File: config.mk
export PLATFORM = sky130hd
export DESIGN_NAME = baud_gen_frac
export DESIGN_NICKNAME = d
export VERILOG_FILES = /design/src/rtl/baud_gen_frac.sv
export SDC_FILE = /design/constraint.sdc
export NUM_CORES = 1
export LEC_CHECK = 0
export CAP_MARGIN = 5
export CORE_ASPECT_RATIO = 2
export CORE_MARGIN = 5
export CORE_UTILIZATION = 45
export DETAILED_ROUTE_END_ITERATION = 12
export PLACE_DENSITY = 0.68
export SETUP_SLACK_MARGIN = 0.15
export SYNTH_ARGS = -nofsm -noshare
export SYNTH_HDL_FRONTEND = slang
export SYNTH_SLANG_ARGS = --single-unit
File: constraint.sdc
create_clock -name clk -period 4.05 [get_ports clk]
set_input_delay 0.6075 -clock clk [delete_from_list [all_inputs] [get_ports clk]]
set_output_delay 0.6075 -clock clk [all_outputs]
set_load 0.01 [all_outputs]
File: src/rtl/baud_gen_frac.sv
// -----------------------------------------------------------------------------
// baud_gen_frac
//
// Fractional baud-rate generator. Each oversample period lasts act_int clocks,
// stretched by one clock whenever the fractional accumulator carries, so the
// average period is act_int + act_frac / 2**FRAC_WIDTH. OVERSAMPLE oversample
// ticks make one bit period. A new divisor is staged in shadow registers and
// applied only at a bit boundary, or at once while the generator is disabled.
//
// Ports
//   clk           clock
//   rst           synchronous reset, active low
//   en            generator enable; low clears all timing state
//   div_int       integer divisor request (values below 2 are rejected)
//   div_frac      fractional divisor request
//   div_load      one-cycle pulse capturing div_int/div_frac into the shadow
//   os_tick       oversample tick, one clock wide
//   baud_tick     bit-boundary tick, one clock wide, coincident with os_tick
//   baud_clk      square wave at the bit rate, 50% duty in oversample units
//   load_pending  a captured divisor is waiting to be applied
//   cfg_err       sticky flag set by a rejected divisor request
// -----------------------------------------------------------------------------
module baud_gen_frac #(
  parameter int DIV_WIDTH    = 16,
  parameter int FRAC_WIDTH   = 4,
  parameter int OVERSAMPLE   = 16,
  parameter int DEFAULT_INT  = 10,
  parameter int DEFAULT_FRAC = 0
) (
  input  logic                  clk,
  input  logic                  rst,
  input  logic                  en,
  input  logic [DIV_WIDTH-1:0]  div_int,
  input  logic [FRAC_WIDTH-1:0] div_frac,
  input  logic                  div_load,
  output logic                  os_tick,
  output logic                  baud_tick,
  output logic                  baud_clk,
  output logic                  load_pending,
  output logic                  cfg_err
);

  localparam int OS_W  = $clog2(OVERSAMPLE);
  localparam int CNT_W = DIV_WIDTH + 1;

  localparam logic [DIV_WIDTH-1:0]  RST_INT  = DIV_WIDTH'(DEFAULT_INT);
  localparam logic [FRAC_WIDTH-1:0] RST_FRAC = FRAC_WIDTH'(DEFAULT_FRAC);
  localparam logic [OS_W-1:0]       OS_LAST  = OS_W'(OVERSAMPLE - 1);
  localparam logic [DIV_WIDTH-1:0]  MIN_INT  = DIV_WIDTH'(2);
  localparam logic [CNT_W-1:0]      CNT_ONE  = CNT_W'(1);
  localparam logic [OS_W-1:0]       OS_ONE   = OS_W'(1);

  // Divisor state
  logic [DIV_WIDTH-1:0]  act_int_r;
  logic [FRAC_WIDTH-1:0] act_frac_r;
  logic [DIV_WIDTH-1:0]  shd_int_r;
  logic [FRAC_WIDTH-1:0] shd_frac_r;
  logic                  load_pending_r;
  logic                  cfg_err_r;

  // Timing state
  logic [FRAC_WIDTH-1:0] acc_r;
  logic [CNT_W-1:0]      cnt_r;
  logic [OS_W-1:0]       os_cnt_r;
  logic                  started_r;
  logic                  os_tick_r;
  logic                  baud_tick_r;
  logic                  baud_clk_r;

  // Combinational helpers
  logic [FRAC_WIDTH:0]   frac_sum_s;
  logic [CNT_W-1:0]      period_s;
  logic                  period_end_s;
  logic                  wrap_s;
  logic                  load_ok_s;
  logic                  apply_s;
  logic [OS_W-1:0]       os_cnt_nxt_s;

  // Period length, end-of-period and bit-boundary detection, load decisions.
  always_comb begin
    frac_sum_s   = {1'b0, acc_r} + {1'b0, act_frac_r};
    // One extra bit so a maximal act_int plus the carry cannot wrap.
    period_s     = {1'b0, act_int_r} + {{DIV_WIDTH{1'b0}}, frac_sum_s[FRAC_WIDTH]};
    period_end_s = 1'b0;
    wrap_s       = 1'b0;
    os_cnt_nxt_s = os_cnt_r;
    load_ok_s    = div_load && (div_int >= MIN_INT);
    // started_r gates the first enabled edge, which only parks cnt at 0 so
    // the first tick lands a full period after enable.
    if (en && started_r && (cnt_r == (period_s - CNT_ONE))) begin
      period_end_s = 1'b1;
      wrap_s       = (os_cnt_r == OS_LAST);
      os_cnt_nxt_s = os_cnt_r + OS_ONE;
    end else begin
      period_end_s = 1'b0;
      wrap_s       = 1'b0;
      os_cnt_nxt_s = os_cnt_r;
    end
    // Staged divisors take effect at a bit boundary, or right away when idle.
    if (load_pending_r && (!en || wrap_s)) begin
      apply_s = 1'b1;
    end else begin
      apply_s = 1'b0;
    end
  end

  // Divisor shadow/active registers, pending flag and sticky error flag.
  always_ff @(posedge clk) begin
    if (!rst) begin
      act_int_r      <= RST_INT;
      act_frac_r     <= RST_FRAC;
      shd_int_r      <= RST_INT;
      shd_frac_r     <= RST_FRAC;
      load_pending_r <= 1'b0;
      cfg_err_r      <= 1'b0;
    end else begin
      // Old shadow moves to active before a coincident request overwrites it.
      if (apply_s) begin
        act_int_r  <= shd_int_r;
        act_frac_r <= shd_frac_r;
      end
      if (load_ok_s) begin
        shd_int_r      <= div_int;
        shd_frac_r     <= div_frac;
        load_pending_r <= 1'b1;
      end else if (apply_s) begin
        load_pending_r <= 1'b0;
      end
      if (load_ok_s) begin
        cfg_err_r <= 1'b0;
      end else if (div_load) begin
        cfg_err_r <= 1'b1;
      end
    end
  end

  // Cycle counter, fractional accumulator, oversample counter and ticks.
  always_ff @(posedge clk) begin
    if (!rst) begin
      acc_r       <= {FRAC_WIDTH{1'b0}};
      cnt_r       <= {CNT_W{1'b0}};
      os_cnt_r    <= {OS_W{1'b0}};
      started_r   <= 1'b0;
      os_tick_r   <= 1'b0;
      baud_tick_r <= 1'b0;
      baud_clk_r  <= 1'b0;
    end else if (!en) begin
      acc_r       <= {FRAC_WIDTH{1'b0}};
      cnt_r       <= {CNT_W{1'b0}};
      os_cnt_r    <= {OS_W{1'b0}};
      started_r   <= 1'b0;
      os_tick_r   <= 1'b0;
      baud_tick_r <= 1'b0;
      baud_clk_r  <= 1'b0;
    end else if (!started_r) begin
      started_r   <= 1'b1;
      cnt_r       <= {CNT_W{1'b0}};
      os_tick_r   <= 1'b0;
      baud_tick_r <= 1'b0;
      baud_clk_r  <= ~os_cnt_nxt_s[OS_W-1];
    end else begin
      if (period_end_s) begin
        cnt_r       <= {CNT_W{1'b0}};
        // A divisor change restarts the fractional sequence from zero.
        acc_r       <= apply_s ? {FRAC_WIDTH{1'b0}} : frac_sum_s[FRAC_WIDTH-1:0];
        os_cnt_r    <= os_cnt_nxt_s;
        os_tick_r   <= 1'b1;
        baud_tick_r <= wrap_s;
      end else begin
        cnt_r       <= cnt_r + CNT_ONE;
        os_tick_r   <= 1'b0;
        baud_tick_r <= 1'b0;
      end
      // OVERSAMPLE is a power of two, so the MSB marks the second half.
      baud_clk_r <= ~os_cnt_nxt_s[OS_W-1];
    end
  end

  assign os_tick      = os_tick_r;
  assign baud_tick    = baud_tick_r;
  assign baud_clk     = baud_clk_r;
  assign load_pending = load_pending_r;
  assign cfg_err      = cfg_err_r;

endmodule

==> impl_metrics.csv <==
group,metric,value,unit
sta,worst_slack,0.139,ns
synth,synth_nets,517,
cts,cts_buffer_depth,2,
power,p_int,1.28,mW
sta,worstMarginPinSlew,1.03,ns
global_routing,antenna_found_initial,0,
worst_hold_path,whs_path_depth,2,
synth,ys_seq_elements,71,
critical_path,worstPathMaxFanout,8,
global_routing,overflow,0,
drt,drtIter0Drc,261,
worst_hold_path,hp-class,"reg2reg",
cts,clk-insertion-delay-late,0.34,ns
power,sw_frac_of_total,0.239,
synth,synth.top_cell.area_share,0.353,
sta,period_share,0.966,
sta,rsz0062_at_grt,"true",
synth,syn_inst,484,
power,p_clk_frac,0.471,
synth,synth_flop_cell,"dfxtp_1",
synth,synth.most_common_cell,"dfxtp_1",
critical_path,cp.required,4.31,ns
critical_path,worstReg2RegEnd,"acc_r[0]",
cts,hold_buffers,0,
sta,period_minus_slack,3.91,ns
power,switchingPower,0.403,mW
global_routing,grt_max_degree,44,
cts,htreeDepth,3,
sta,finalHoldViolCount,0,
placed_design,dp_hpwl,7010,microns
synth,synth_area_leaders,"dfxtp_1, nand3_1, o32a_1",
placed_design,io_buffer_count,28,
die,rows,48,
drt,firstDrtPassIters,5,
critical_path,reg2regPathDepth,16,
worst_hold_path,min_to,"acc_r[3]",
drt,drcViolationCount,0,
cts,cts_buffers,9,
power,leakagePower,1.68,nW
placed_design,place_ws,0.0169,ns
synth,synth_warnings,0,
layout,drive_gt1_frac,0.120,
critical_path,r2r_slack,0.14,ns
drt,wirelength,10400,microns
synth,ys_types,51,
drt,final_antenna_net_count,0,
synth,yosysTopAreaCell,"dfxtp_1",
die,ios,29,
layout,synthToLayoutAreaGrowth,21.4,%
synth,postSynthAreaPerCell,8.31,sq um
critical_path,critical_path_class,"reg2reg",
synth,ys_top_cells_by_count,"dfxtp_1, nand3_1, nand2_1, nor2_1, clkbuf_1",
power,power_density,345,nW/um^2
cts,cts_tree,"built",
synth,async_flop_share,0,
sta,tns,0,ns
placed_design,routabilityCongestion,0.918,
drt,routedWlPerCell,17.1,microns
cts,root_buffer,"clkbuf_16",
global_routing,grt_use_total,0.192,
sta,setup_violations,0,
die,core_area,8710,sq um
die,die_w,76.8,microns
sta,clock_skew,0.00624,ns
layout,n_antenna_cell,0,
cts,clk_pin_slew,0.06,ns
flow_run,drv_cap,0,
drt,avgViaCountPerCell,5.84,
sta,report.final.slew_viol_count,0,
die,die_area,11000,sq um
synth,synth-edff-count,0,
power,pwr-share-comb,0.090,
die,start_util,0.462,
worst_hold_path,min_from,"acc_r[3]",
layout,fin_nets,537,
drt,vias,3555,
sta,timing.fmax,0.256,GHz
global_routing,grt_pass1_vias,3530,
synth,syn-cell-area,4020,sq um
critical_path,startpoint_type,"flip-flop",
cts,cts_sinks,71,
critical_path,arrival,4.17,ns
power,seq_power_share,0.439,
die,die_h,144,microns
global_routing,grt_pass1_wl,17000,microns
synth,ys_seq_area_frac,0.353,
critical_path,r2r_start,"acc_r[0]",
critical_path,end_kind,"flip-flop",
power,ir_worst_vdd,0.237,mV
sta,relSlewSlack,0.314,
status,outcome,"finished, final reports clean",
[cells by family (layout without fill, tap and decap cells)]
group | Yosys count | in the layout | synth area share
simple gates | 200 | 200 | 0.264
compound gates | 83 | 83 | 0.166
flops | 71 | 71 | 0.353
buf+inv | 69 | 94 | 0.0684
xor+xnor | 38 | 38 | 0.0828
mux | 14 | 14 | 0.0348
fa+ha+maj | 9 | 9 | 0.0299
[per-layer routing]
metal / GRT usage / wire (microns) / vias up
met4: 0.0820 / 216 / 0
met1: 0.199 / 4020 / 1712
met2: 0.366 / 5840 / 69
li1: - / - / 1759
met3: 0.0364 / 341 / 15
met5: 0 / 0 / -
[through the flow]
stage / utilization / power [mW] / hold slack [ns] / instances / instance area [sq um]
2_1_floorplan: - / 0.837 / 0.436 / 484 / 4020
3_3_place_gp: 0.504 / 0.894 / 0.449 / 585 / 4390
3_5_place_dp: 0.504 / 0.897 / 0.457 / 585 / 4390
4_1_cts: 0.556 / 1.70 / 0.465 / 606 / 4840
5_1_grt: 0.560 / 1.75 / 0.496 / 609 / 4880
6_report: 0.560 / 1.68 / 0.465 / 609 / 4880
[sequential cells by signal, summed over array words and instances, names as in the netlist]
register      cells
os_tick           1
shd_int_r        16
acc_r             4
cnt_r            17
started_r         1
baud_tick         1
shd_frac_r        4
os_cnt_r          4
cfg_err           1
load_pending      1
act_int_r        16
baud_clk          1
act_frac_r        4
[worst max-delay path: stages (launching register included)]
cell      delay (ns)
dfxtp_2         0.34
ha_4            0.16
inv_2           0.05
fa_2            0.20
inv_2           0.03
a21o_1          0.15
a21oi_2         0.14
ha_2            0.22
ha_4            0.14
or4b_4          0.45
or2_1           0.23
or4_4           0.49
a221oi_4        0.37
nand4_4         0.25
buf_12          0.21
a211o_1         0.24
a21oi_2         0.14
[repair_timing]
action                                  in CTS  in global routing
pin swaps                                    9                 14
setup buffers                                3                  3
cloned                                       2                  0
gates resized for setup                     15                  7
hold endpoints to repair                     0                  0
endpoints found under the setup margin      29                 38
[cell usage in the layout (no fill, tap or decap), drive strengths merged, types with 4 or more instances in the layout]
| master | n |
|---|---|
| nand2 | 39 |
| nor4 | 9 |
| or4 | 6 |
| a21boi | 11 |
| o211ai | 19 |
| a211o | 4 |
| a21oi | 8 |
| buf | 22 |
| o32a | 20 |
| and3 | 4 |
| nand3 | 48 |
| nor2b | 10 |
| dfxtp | 71 |
| xnor2 | 22 |
| ha | 8 |
| nor2 | 35 |
| o21ai | 4 |
| nand3b | 19 |
| or3 | 6 |
| inv | 29 |
| clkdlybuf4s50 | 27 |
| clkbuf | 10 |
| xor2 | 16 |
| nor3 | 4 |
| mux2i | 14 |
| nand4 | 8 |
[worst max-delay path by stage]
| stage | startpoint | endpoint | cells after the start |
|---|---|---|---|
| 2_1_floorplan | act_frac_r[0] | act_int_r[3] | 17 |
| 3_3_place_gp | act_frac_r[0] | acc_r[1] | 16 |
| 3_5_place_dp | act_frac_r[0] | acc_r[0] | 16 |
| 4_1_cts | act_frac_r[0] | act_frac_r[0] | 16 |
| 5_1_grt | acc_r[0] | act_frac_r[0] | 17 |
| 6_report | acc_r[0] | acc_r[0] | 16 |
[final cells by class]
type                    count  area (sq um)
flip-flops and latches     71          1420
well taps                 100           125
fillers                   781          3830
clock buffers              10           239
inverters                  29           109
clock inverters             6          60.1
multi-input cells         344          2400
repair buffers             49           523
[power by group through the flow]
| stage | clock network [mW] | registers, mW | logic, mW |
|---|---|---|---|
| CTS | 0.809 | 0.739 | 0.151 |
| detailed placement | 0 | 0.754 | 0.143 |
| floorplan | 0 | 0.747 | 0.0908 |
| global placement | 0 | 0.754 | 0.140 |
| finish | 0.793 | 0.740 | 0.152 |
| global route | 0.842 | 0.742 | 0.166 |
Power figures use the tool's default switching activity.
